<file path="src/rtl/ahb_apb_pkg.sv">
// Shared AHB/APB encodings for the AHB-to-APB bridge: transfer types,
// response codes, size codes, bridge FSM state type and the byte-strobe helper.
package ahb_apb_pkg;

  localparam logic [1:0] HTRANS_IDLE   = 2'b00;
  localparam logic [1:0] HTRANS_BUSY   = 2'b01;
  localparam logic [1:0] HTRANS_NONSEQ = 2'b10;
  localparam logic [1:0] HTRANS_SEQ    = 2'b11;

  localparam logic HRESP_OKAY  = 1'b0;
  localparam logic HRESP_ERROR = 1'b1;

  localparam logic [2:0] HSIZE_BYTE = 3'd0;
  localparam logic [2:0] HSIZE_HALF = 3'd1;
  localparam logic [2:0] HSIZE_WORD = 3'd2;

  typedef enum logic [2:0] {
    ST_IDLE,
    ST_WDATA,
    ST_SETUP,
    ST_ACCESS,
    ST_ERR1,
    ST_ERR2
  } bridge_state_t;

  // Byte lanes touched by an AHB transfer on a 32-bit bus.
  // Sizes above a word are unsupported and get no lanes.
  function automatic logic [3:0] size_strobe(input logic [2:0] size, input logic [1:0] lsb);
    case (size)
      HSIZE_BYTE: return 4'b0001 << lsb;
      HSIZE_HALF: return lsb[1] ? 4'b1100 : 4'b0011;
      HSIZE_WORD: return 4'b1111;
      default:    return 4'b0000;
    endcase
  endfunction

endpackage

</file>
<file path="src/rtl/apb_sel_decoder.sv">
// Peripheral index decoder.
// Ports: idx (peripheral index field), valid (decode enable),
//        psel (one-hot select, all zero when !valid or out of range),
//        out_of_range (valid index beyond the last peripheral).
module apb_sel_decoder #(
  parameter int APB_SLAVES = 4,
  parameter int IDX_W      = 2
) (
  input  logic [IDX_W-1:0]      idx,
  input  logic                  valid,
  output logic [APB_SLAVES-1:0] psel,
  output logic                  out_of_range
);

  always_comb begin
    psel = '0;
    for (int i = 0; i < APB_SLAVES; i++)
      psel[i] = valid && (int'(idx) == i);
    out_of_range = valid && (int'(idx) >= APB_SLAVES);
  end

endmodule

</file>
<file path="src/rtl/ahb2apb_bridge.sv">
// AHB-Lite slave to APB master bridge. Each accepted NONSEQ/SEQ transfer
// becomes one APB SETUP+ACCESS transfer; APB wait states stretch HREADYOUT,
// PSLVERR / bad index / oversize transfers become a 2-cycle AHB ERROR.
// Ports: HCLK/HRESETn clock and async active-low reset; AHB slave side
//        HSEL/HADDR/HWRITE/HSIZE/HTRANS/HREADY/HWDATA in, HREADYOUT/HRESP/HRDATA out;
//        APB master side PSEL/PENABLE/PADDR/PWRITE/PWDATA/PSTRB out, PRDATA/PREADY/PSLVERR in.
module ahb2apb_bridge
  import ahb_apb_pkg::*;
#(
  parameter int ADDR_WIDTH = 32,
  parameter int DATA_WIDTH = 32,
  parameter int APB_SLAVES = 4,
  parameter int SEL_LSB    = 12
) (
  input  logic                  HCLK,
  input  logic                  HRESETn,
  input  logic                  HSEL,
  input  logic [ADDR_WIDTH-1:0] HADDR,
  input  logic                  HWRITE,
  input  logic [2:0]            HSIZE,
  input  logic [1:0]            HTRANS,
  input  logic                  HREADY,
  input  logic [DATA_WIDTH-1:0] HWDATA,
  output logic                  HREADYOUT,
  output logic                  HRESP,
  output logic [DATA_WIDTH-1:0] HRDATA,
  output logic [APB_SLAVES-1:0] PSEL,
  output logic                  PENABLE,
  output logic [ADDR_WIDTH-1:0] PADDR,
  output logic                  PWRITE,
  output logic [DATA_WIDTH-1:0] PWDATA,
  output logic [3:0]            PSTRB,
  input  logic [DATA_WIDTH-1:0] PRDATA,
  input  logic                  PREADY,
  input  logic                  PSLVERR
);

  localparam int IDX_W = (APB_SLAVES > 1) ? $clog2(APB_SLAVES) : 1;

  bridge_state_t state, state_n, acc_state;
  logic [IDX_W-1:0]      idx;
  logic [APB_SLAVES-1:0] dec_psel, sel_q;
  logic                  oor, accept, take, err_req, apb_active, rd_done;
  logic [DATA_WIDTH-1:0] hrdata_q;

  // A single peripheral needs no index field: everything maps to slot 0.
  if (APB_SLAVES > 1) begin : g_idx
    assign idx = HADDR[SEL_LSB +: IDX_W];
  end else begin : g_idx_single
    assign idx = '0;
  end

  assign accept = HSEL && HREADY && (HTRANS == HTRANS_NONSEQ || HTRANS == HTRANS_SEQ);

  apb_sel_decoder #(.APB_SLAVES(APB_SLAVES), .IDX_W(IDX_W)) u_dec (
    .idx          (idx),
    .valid        (accept),
    .psel         (dec_psel),
    .out_of_range (oor)
  );

  // Only take a new address phase when this bridge is also ending its own
  // data phase; HREADY alone could be high while we are mid-transfer.
  assign take      = accept && HREADYOUT;
  assign err_req   = oor || (HSIZE > HSIZE_WORD);
  assign acc_state = err_req ? ST_ERR1 : (HWRITE ? ST_WDATA : ST_SETUP);

  always_ff @(posedge HCLK or negedge HRESETn)
    if (!HRESETn) state <= ST_IDLE;
    else          state <= state_n;

  always_comb begin
    state_n = state;
    case (state)
      ST_IDLE, ST_ERR2: state_n = take ? acc_state : ST_IDLE;
      ST_WDATA:         state_n = ST_SETUP;
      ST_SETUP:         state_n = ST_ACCESS;
      ST_ACCESS:
        if (PREADY) state_n = PSLVERR ? ST_ERR1 : (take ? acc_state : ST_IDLE);
      ST_ERR1:          state_n = ST_ERR2;
      default:          state_n = ST_IDLE;
    endcase
  end

  always_comb begin
    HREADYOUT  = 1'b1;
    HRESP      = HRESP_OKAY;
    PENABLE    = 1'b0;
    apb_active = 1'b0;
    case (state)
      ST_WDATA: HREADYOUT = 1'b0;
      ST_SETUP: begin
        HREADYOUT  = 1'b0;
        apb_active = 1'b1;
      end
      ST_ACCESS: begin
        apb_active = 1'b1;
        PENABLE    = 1'b1;
        HREADYOUT  = PREADY && !PSLVERR;
      end
      ST_ERR1: begin
        HRESP     = HRESP_ERROR;
        HREADYOUT = 1'b0;
      end
      ST_ERR2: HRESP = HRESP_ERROR;
      default: ;
    endcase
  end

  assign PSEL    = apb_active ? sel_q : '0;
  assign rd_done = (state == ST_ACCESS) && PREADY && !PSLVERR && !PWRITE;
  // Read data leaves in the completing cycle straight from PRDATA and is
  // held in hrdata_q afterwards.
  assign HRDATA  = rd_done ? PRDATA : hrdata_q;

  always_ff @(posedge HCLK or negedge HRESETn)
    if (!HRESETn) begin
      PADDR    <= '0;
      PWRITE   <= 1'b0;
      PSTRB    <= '0;
      PWDATA   <= '0;
      sel_q    <= '0;
      hrdata_q <= '0;
    end else begin
      if (take) begin
        PADDR  <= HADDR;
        PWRITE <= HWRITE;
        PSTRB  <= HWRITE ? size_strobe(HSIZE, HADDR[1:0]) : 4'b0000;
        sel_q  <= dec_psel;
      end
      if (state == ST_WDATA) PWDATA   <= HWDATA;
      if (rd_done)           hrdata_q <= PRDATA;
    end

endmodule

</file>
<file path="config.mk">
export PLATFORM = sky130hd
export DESIGN_NAME = ahb2apb_bridge
export DESIGN_NICKNAME = d
export VERILOG_FILES = /design/src/rtl/ahb_apb_pkg.sv /design/src/rtl/apb_sel_decoder.sv /design/src/rtl/ahb2apb_bridge.sv
export SDC_FILE = /design/constraint.sdc
export NUM_CORES = 1
export LEC_CHECK = 0
export ABC_AREA = 0
export BUFFER_PORTS_ARGS = -buffer_cell sky130_fd_sc_hd__buf_2
export CAP_MARGIN = 15
export CORE_UTILIZATION = 40
export CTS_CLUSTER_DIAMETER = 120
export DETAILED_ROUTE_END_ITERATION = 16
export PLACE_DENSITY = 0.74
export SLEW_MARGIN = 20
export SYNTH_ARGS = -nofsm -noshare
export SYNTH_HDL_FRONTEND = slang
export SYNTH_SLANG_ARGS = --single-unit
export TNS_END_PERCENT = 10
</file>
<file path="constraint.sdc">
create_clock -name HCLK -period 1.5 [get_ports HCLK]
set_input_delay 0.075 -clock HCLK [delete_from_list [all_inputs] [get_ports HCLK]]
set_output_delay 0.075 -clock HCLK [all_outputs]
set_load 0.05 [all_outputs]
</file>
==> results of run 1 <==
power by group through the flow:
stage               registers, uW  clock network, uW  logic (uW)
floorplan                    8390                  0        4730
global placement             5020                  0       10600
detailed placement           5110                  0       10800
CTS                          5070               2330       11900
global route                 5250               2420       12600
finish                       5100               2260       12100
through the flow:
stage	power, uW	instance area [sq um]	worst slack, ps	util
3_3_place_gp	15600	5930	-239	0.547
5_1_grt	20300	7450	-620	0.687
2_1_floorplan	13100	4470	-210	-
3_5_place_dp	15900	5930	-278	0.547
6_report	19400	7450	-539	0.687
4_1_cts	19300	7420	-569	0.685
how the worst min path moves through the flow:
stage,cells after the start,startpoint,slack [ps],endpoint
global route,3,PRDATA[30],8,hrdata_q[30]
detailed placement,2,HRESETn,100,hrdata_q[18]
global placement,2,HRESETn,90,PADDR[5]
CTS,3,PRDATA[2],10,hrdata_q[2]
finish,3,PRDATA[30],30,hrdata_q[30]
floorplan,0,HRESETn,-220,PADDR[0]
timing repair:
item                       CTS  global route
hold endpoints to repair   204             0
pin swaps                    3             0
cloned                       1             0
hold buffers                92             0
gates resized for setup     87             7
buffers inserted             0             0
setup endpoints to repair  147           147
synthesized netlist by cell type:
cell type	number
a31o_1	1
mux2_4	30
o21ai_0	3
a31oi_4	1
o21ba_2	1
buf_4	3
nand4b_4	1
nand2b_1	1
o41ai_2	1
a21oi_1	5
o311a_1	1
mux2_2	34
xor2_1	1
o21a_1	1
o31ai_1	6
and2_1	6
nand3b_1	3
nor2_1	5
nor2b_1	3
nand3_1	5
buf_1	1
buf_2	9
clkbuf_1	1
dfrtp_1	108
a21o_1	1
nand2_1	112
nor3b_2	1
o21ai_2	1
inv_1	1
or3_1	1
buf_6	4
or3_4	1
layout by cell type (no fill, tap or decap), drive strengths merged:
master / Yosys / routed
a31oi: 1 / 1
a21o: 1 / 1
and2: 6 / 6
dfrtp: 108 / 108
nor3b: 1 / 1
xor2: 1 / 1
nand3b: 3 / 3
bufinv: 0 / 4
buf: 17 / 246
or3: 2 / 2
nand4b: 1 / 1
nand3: 5 / 5
o21a: 1 / 1
inv: 1 / 1
nor2: 5 / 5
nor2b: 3 / 3
clkbuf: 1 / 9
o21ba: 1 / 1
dlygate4sd3: 0 / 92
o21ai: 4 / 4
nand2b: 1 / 1
clkinv: 0 / 3
o41ai: 1 / 1
nand2: 112 / 112
mux2: 64 / 64
a21oi: 5 / 5
o31ai: 6 / 6
o311a: 1 / 1
a31o: 1 / 1
critical path: stages, from the launching register on:
cell and delay (ps):
dfrtp_1 400, nand4b_4 120, or3_4 380, buf_12 180, mux2_4 340, buf_6 160
state kept, by name, indices dropped and copies added, names as in the netlist:
register and flops:
PADDR 32, PSTRB 4, PWDATA 32, PWRITE 1
hrdata_q 32, sel_q 4, state 3
cell families after synthesis:
| logic type | Yosys count |
|---|---|
| AND/OR/NAND/NOR | 139 |
| flip-flops | 108 |
| multiplexers | 64 |
| AO/OA/AOI/OAI | 22 |
| buffers and inverters | 19 |
| XOR/XNOR | 1 |
cell type report:
cell class,instances,area (sq um)
Fill cell,741,3390
Clock inverter,7,139
Tap cell,140,175
Sequential cell,108,2700
Timing Repair Buffer,338,2640
Inverter,1,3.75
Clock buffer,9,124
Multi-Input combinational cell,226,1670
per-layer routing:
metal  wire (microns)  vias up  global-route usage
met4              252        0              0.0783
li1                 -     1825                   -
met3              921       24              0.0817
met5                0        -                   0
met1             4990     1896               0.245
met2             6840      162               0.419
==> out/results.ini, run 1 <==
[synthesis]
syn_nets = 461
ys_warn_count = 0
yosysTopAreaCell = dfrtp_1
synth_cell_type_count = 32
syn_avg_cell_area_sq_um = 12.6
ys_seq_area_frac = 0.608
synthCells = 353
muxShareOfSynthArea = 0.187
synth_fa_ha_area_frac = 0
synthTopCellsByArea = dfrtp_1, mux2_4, nand2_1
synth-xor-area-share = 0.00197
synth_top_family_by_area = multiplexers
synth_compound_area_frac = 0.0394
synth.top_cell.area_share = 0.608
ys_ff_latch = 108
synthSimpleGateAreaFrac = 0.136
synth_area_sq_mm = 0.00445

[routing]
drc = 0
dr.pass1.iters = 5
ant_nets = 0
wl_per_cell_microns = 15.7
routed_wl_mm = 13.0
drt-initial-drc-count = 208
route.vias.total = 3907
routed_via_density = 4.71

[cts]
numCtsBuffers = 9
cts_tree = built
h-tree-depth = 3
cts_max_path_buffers = 2
path_clk_slew_ps = 100
cts_sinks = 108
clock_latency_ps = 380
cts-root-buf = clkbuf_8

[sta]
tns_ps = -32260
grt_setup_unrepaired = true
period_minus_slack_ps = 2040
finalHoldViolCount = 0
hold_slack_ps = 31.1
setup_ws_ps = -539
max_freq_mhz = 491
setup_violations = 146
worst_pin_slew_ps = 305
maxSlewHeadroom = 0.797
clock_skew_ps = 7.92
fin_crit_sh = 1.36
slew_viol_final = 0

[status]
violations = setup timing
status = finished with violations

[floorplan]
die_w_microns = 107
io-pin-count = 216
core_area_sq_mm = 0.0108
initial_core_util = 0.410
die_area_sq_mm = 0.0115
die_height_microns = 107
row_count = 38

[critical_path]
r2r_cells = 7
reg2reg_slack_ps = -230
crit_start = state[0]
crit_type = flop to output port
r2r-end = sel_q[2]
crit_end = HRDATA[18]
crit_arrival_ps = 1960
worst_setup_path_start_kind = flop
cp-end-kind = output port
r2r_start = state[0]
cp_max_fo = 16
cp.required_ps = 1420

[power]
p_leak_uw = 0.00388
comb_power_share = 0.621
p_int_uw = 9820
switching_share = 0.494
power_frac_clock = 0.116
switching_power_uw = 9600
p_per_area_mw_per_mm2 = 2610
ir_worst_vdd_uv = 1760
pwr-share-seq = 0.263

[layout]
final_nets = 792
drive_above_1_share = 0.493
diodes = 0
syn2layout_area_growth_pct = 67.5
final_cell_count_no_fill = 829

[placement]
dp_hpwl_mm = 8.07
portBuffers = 214
dp.cells = 720
gp_congestion = 0.814

[run]
drv_cap = 0

[grt]
gr-total-overflow = 0
grt_antenna_before_repair = 0
track_usage = 0.230
grt_max_degree = 58
grt_pass1_wl_mm = 20.1
grt_pass1_vias = 4198

[hold_path]
hp-class = primary input to flop

Note: power is estimated with default switching activity, not from simulation.
==> inputs of run 2 (changes only) <==
--- a/config.mk
+++ b/config.mk
@@ -11,7 +11,7 @@
 export CORE_UTILIZATION = 40
 export CTS_CLUSTER_DIAMETER = 120
 export DETAILED_ROUTE_END_ITERATION = 16
-export PLACE_DENSITY = 0.74
+export PLACE_DENSITY = 0.81
 export SLEW_MARGIN = 20
 export SYNTH_ARGS = -nofsm -noshare
 export SYNTH_HDL_FRONTEND = slang
==> out/results.ini, run 2 (same netlist as run 1, synthesis figures left out) <==
[power]
switching_power_uw = 9500  ; -0.98%
p_per_area_mw_per_mm2 = 2530  ; -2.8%
comb_power_share = 0.636  ; +0.015
power_frac_clock = 0.088  ; -0.028
switching_share = 0.513  ; +0.0191
pwr-share-seq = 0.276  ; +0.013
p_leak_uw = 0.00380  ; -2.1%
p_int_uw = 9010  ; -8.2%
ir_worst_vdd_uv = 1620  ; -7.8%

[layout]
diodes = 0  ; unchanged
reg_top3 = PADDR x32, PWDATA x32, hrdata_q x32
syn2layout_area_growth_pct = 64.4
fin_util = 0.674  ; -0.0128
final_common_cell = buf_2
final_nets = 788  ; -0.51%
n_fill_cell = 761  ; +2.7%
seq_area_sq_mm = 0.00270  ; unchanged
multi_input_area_sq_mm = 0.00167  ; +0.45%
fin_area_sq_mm = 0.00731  ; -1.9%
final_cell_mix = buf_2, nand2_1, dfrtp_1, dlygate4sd3_1, buf_6
drive_above_1_share = 0.480  ; -0.0132

[routing]
routed_via_density = 4.68  ; -0.60%
wl_per_cell_microns = 15.8  ; +0.74%
drc = 0  ; unchanged
route.vias.total = 3865  ; -1.1%
drt-initial-drc-count = 158  ; -24%
ant_nets = 0  ; unchanged
routed_wl_mm = 13.0  ; +0.25%
dr.pass1.iters = 4  ; -1

[sta]
period_minus_slack_ps = 2050  ; +14.1 ps
worst_pin_slew_ps = 669  ; +364 ps
finalHoldViolCount = 0  ; unchanged
slew_viol_final = 0  ; unchanged
tns_ps = -32620  ; -364 ps
grt_setup_unrepaired = true
fin_crit_sh = 1.37  ; +0.00937
clock_skew_ps = 9.36  ; +1.44 ps
setup_violations = 146  ; unchanged
setup_ws_ps = -553  ; -14.1 ps
max_freq_mhz = 487  ; -0.68%
maxSlewHeadroom = 0.554  ; -0.242

[placement]
dp_hpwl_mm = 7.85  ; -2.8%
portBuffers = 214  ; unchanged
gp_congestion = 0.865  ; +6.2%
placed_cell_area_sq_mm = 0.00583  ; -1.7%

[critical_path]
slowest_delay_ps = 410  ; about the same
worst-path-buf-inv = 2  ; unchanged
crit_type = flop to output port
crit_end = HRDATA[28]
reg2reg_slack_ps = -240  ; about the same
crit_start = state[1]
r2r_cells = 7  ; unchanged
worst_setup_path_start_kind = flop
cp_max_fo = 16  ; unchanged
crit_slowest_cell = dfrtp_1
r2r_start = state[0]
path_depth = 5  ; unchanged
r2r-end = PADDR[21]
cp-end-kind = output port
crit_arrival_ps = 1980  ; +20 ps
cp.required_ps = 1420  ; about the same
crit_family = simple AND/OR/NAND/NOR gates
crit_chain = nand4b_4, or3_4, buf_16, mux2_4, buf_6

[status]
status = finished with violations
violations = setup timing

[floorplan]
die_area_sq_mm = 0.0115  ; unchanged
die_height_microns = 107  ; unchanged
io-pin-count = 216  ; unchanged
initial_core_util = 0.410  ; unchanged
die_w_microns = 107  ; unchanged
core_area_sq_mm = 0.0108  ; unchanged
row_count = 38  ; unchanged

[cts]
path_clk_slew_ps = 100  ; about the same
cts_sinks = 108  ; unchanged
numCtsBuffers = 9  ; unchanged
cts-root-buf = clkbuf_8
cts_max_path_buffers = 2  ; unchanged
clock_latency_ps = 380  ; about the same
h-tree-depth = 3  ; unchanged
cts_tree = built
cts_setup_buffers = 0  ; unchanged

[grt]
gr-total-overflow = 0  ; unchanged
grt_use_met1 = 0.251  ; +0.00596
grt_antenna_before_repair = 0  ; unchanged
use_met2 = 0.427  ; +0.00737
grtUsageMet3 = 0.0599  ; -0.0218
grt_pass1_vias = 4137  ; -1.5%
grt_max_degree = 55  ; -5.2%
grt_pass1_wl_mm = 20.1  ; +0.24%
grt.busiest_layer = met2
track_usage = 0.232  ; +0.00184

[hold_path]
hp-class = primary input to flop

[run]
drv_cap = 0  ; unchanged

[run 2: cell types whose count changed in the layout (fill, tap and decap cells not counted), sizes merged]
cell and change:
dlygate4sd3 +6, bufinv -4, clkbuf +4, buf -10
[run 2: through the flow]
stage | hold slack, ps | total power (uW) | std cells | setup slack (ps)
2_1_floorplan | -221 | 13100 | 353 | -210
3_3_place_gp | 82.7 | 15400 | 710 | -275
3_5_place_dp | 87.5 | 15700 | 710 | -309
4_1_cts | 32.7 | 18400 | 825 | -569
5_1_grt | 42.9 | 19300 | 825 | -614
6_report | 44.0 | 18500 | 825 | -553
[run 2: power by group through the flow]
stage,sequential (uW),clock [uW],combinational [uW]
3_3_place_gp,5050,0,10300
6_report,5110,1620,11800
3_5_place_dp,5110,0,10600
2_1_floorplan,8390,0,4730
4_1_cts,5070,1680,11700
5_1_grt,5260,1770,12300
[run 2: cell type report]
class | count | share of cell area
Inverter | 1 | 0.000513
Tap cell | 140 | 0.0240
Sequential cell | 108 | 0.370
Timing Repair Buffer | 334 | 0.353
Clock inverter | 3 | 0.00308
Clock buffer | 13 | 0.0204
Multi-Input combinational cell | 226 | 0.229
[run 2: worst min-delay path by stage]
stage	from	end	cells after the start
6_report	HSIZE[1]	PSTRB[2]	3
5_1_grt	HSIZE[2]	state[1]	3
4_1_cts	HSIZE[1]	PSTRB[2]	3
3_5_place_dp	HRESETn	PWDATA[20]	2
3_3_place_gp	HRESETn	PWDATA[12]	2
2_1_floorplan	HRESETn	PADDR[0]	0
[run 2: per-layer routing]
layer / routed length, microns / vias to the layer above
li1: - / 1817
met1: 5070 / 1878
met2: 6880 / 147
met3: 813 / 23
met4: 286 / 0
met5: 0 / -
[run 2: worst min-delay path, cell delays in order]
cell and delay [ps]:
buf_2 130, a21oi_1 110, o31ai_1 70
[run 2: what timing repair did]
action,4_1_cts,5_1_grt
hold endpoints to repair,210,0
setup endpoints to repair,147,147
cloned,1,0
pin swaps,2,0
hold buffers,98,0
gates resized for setup,86,5
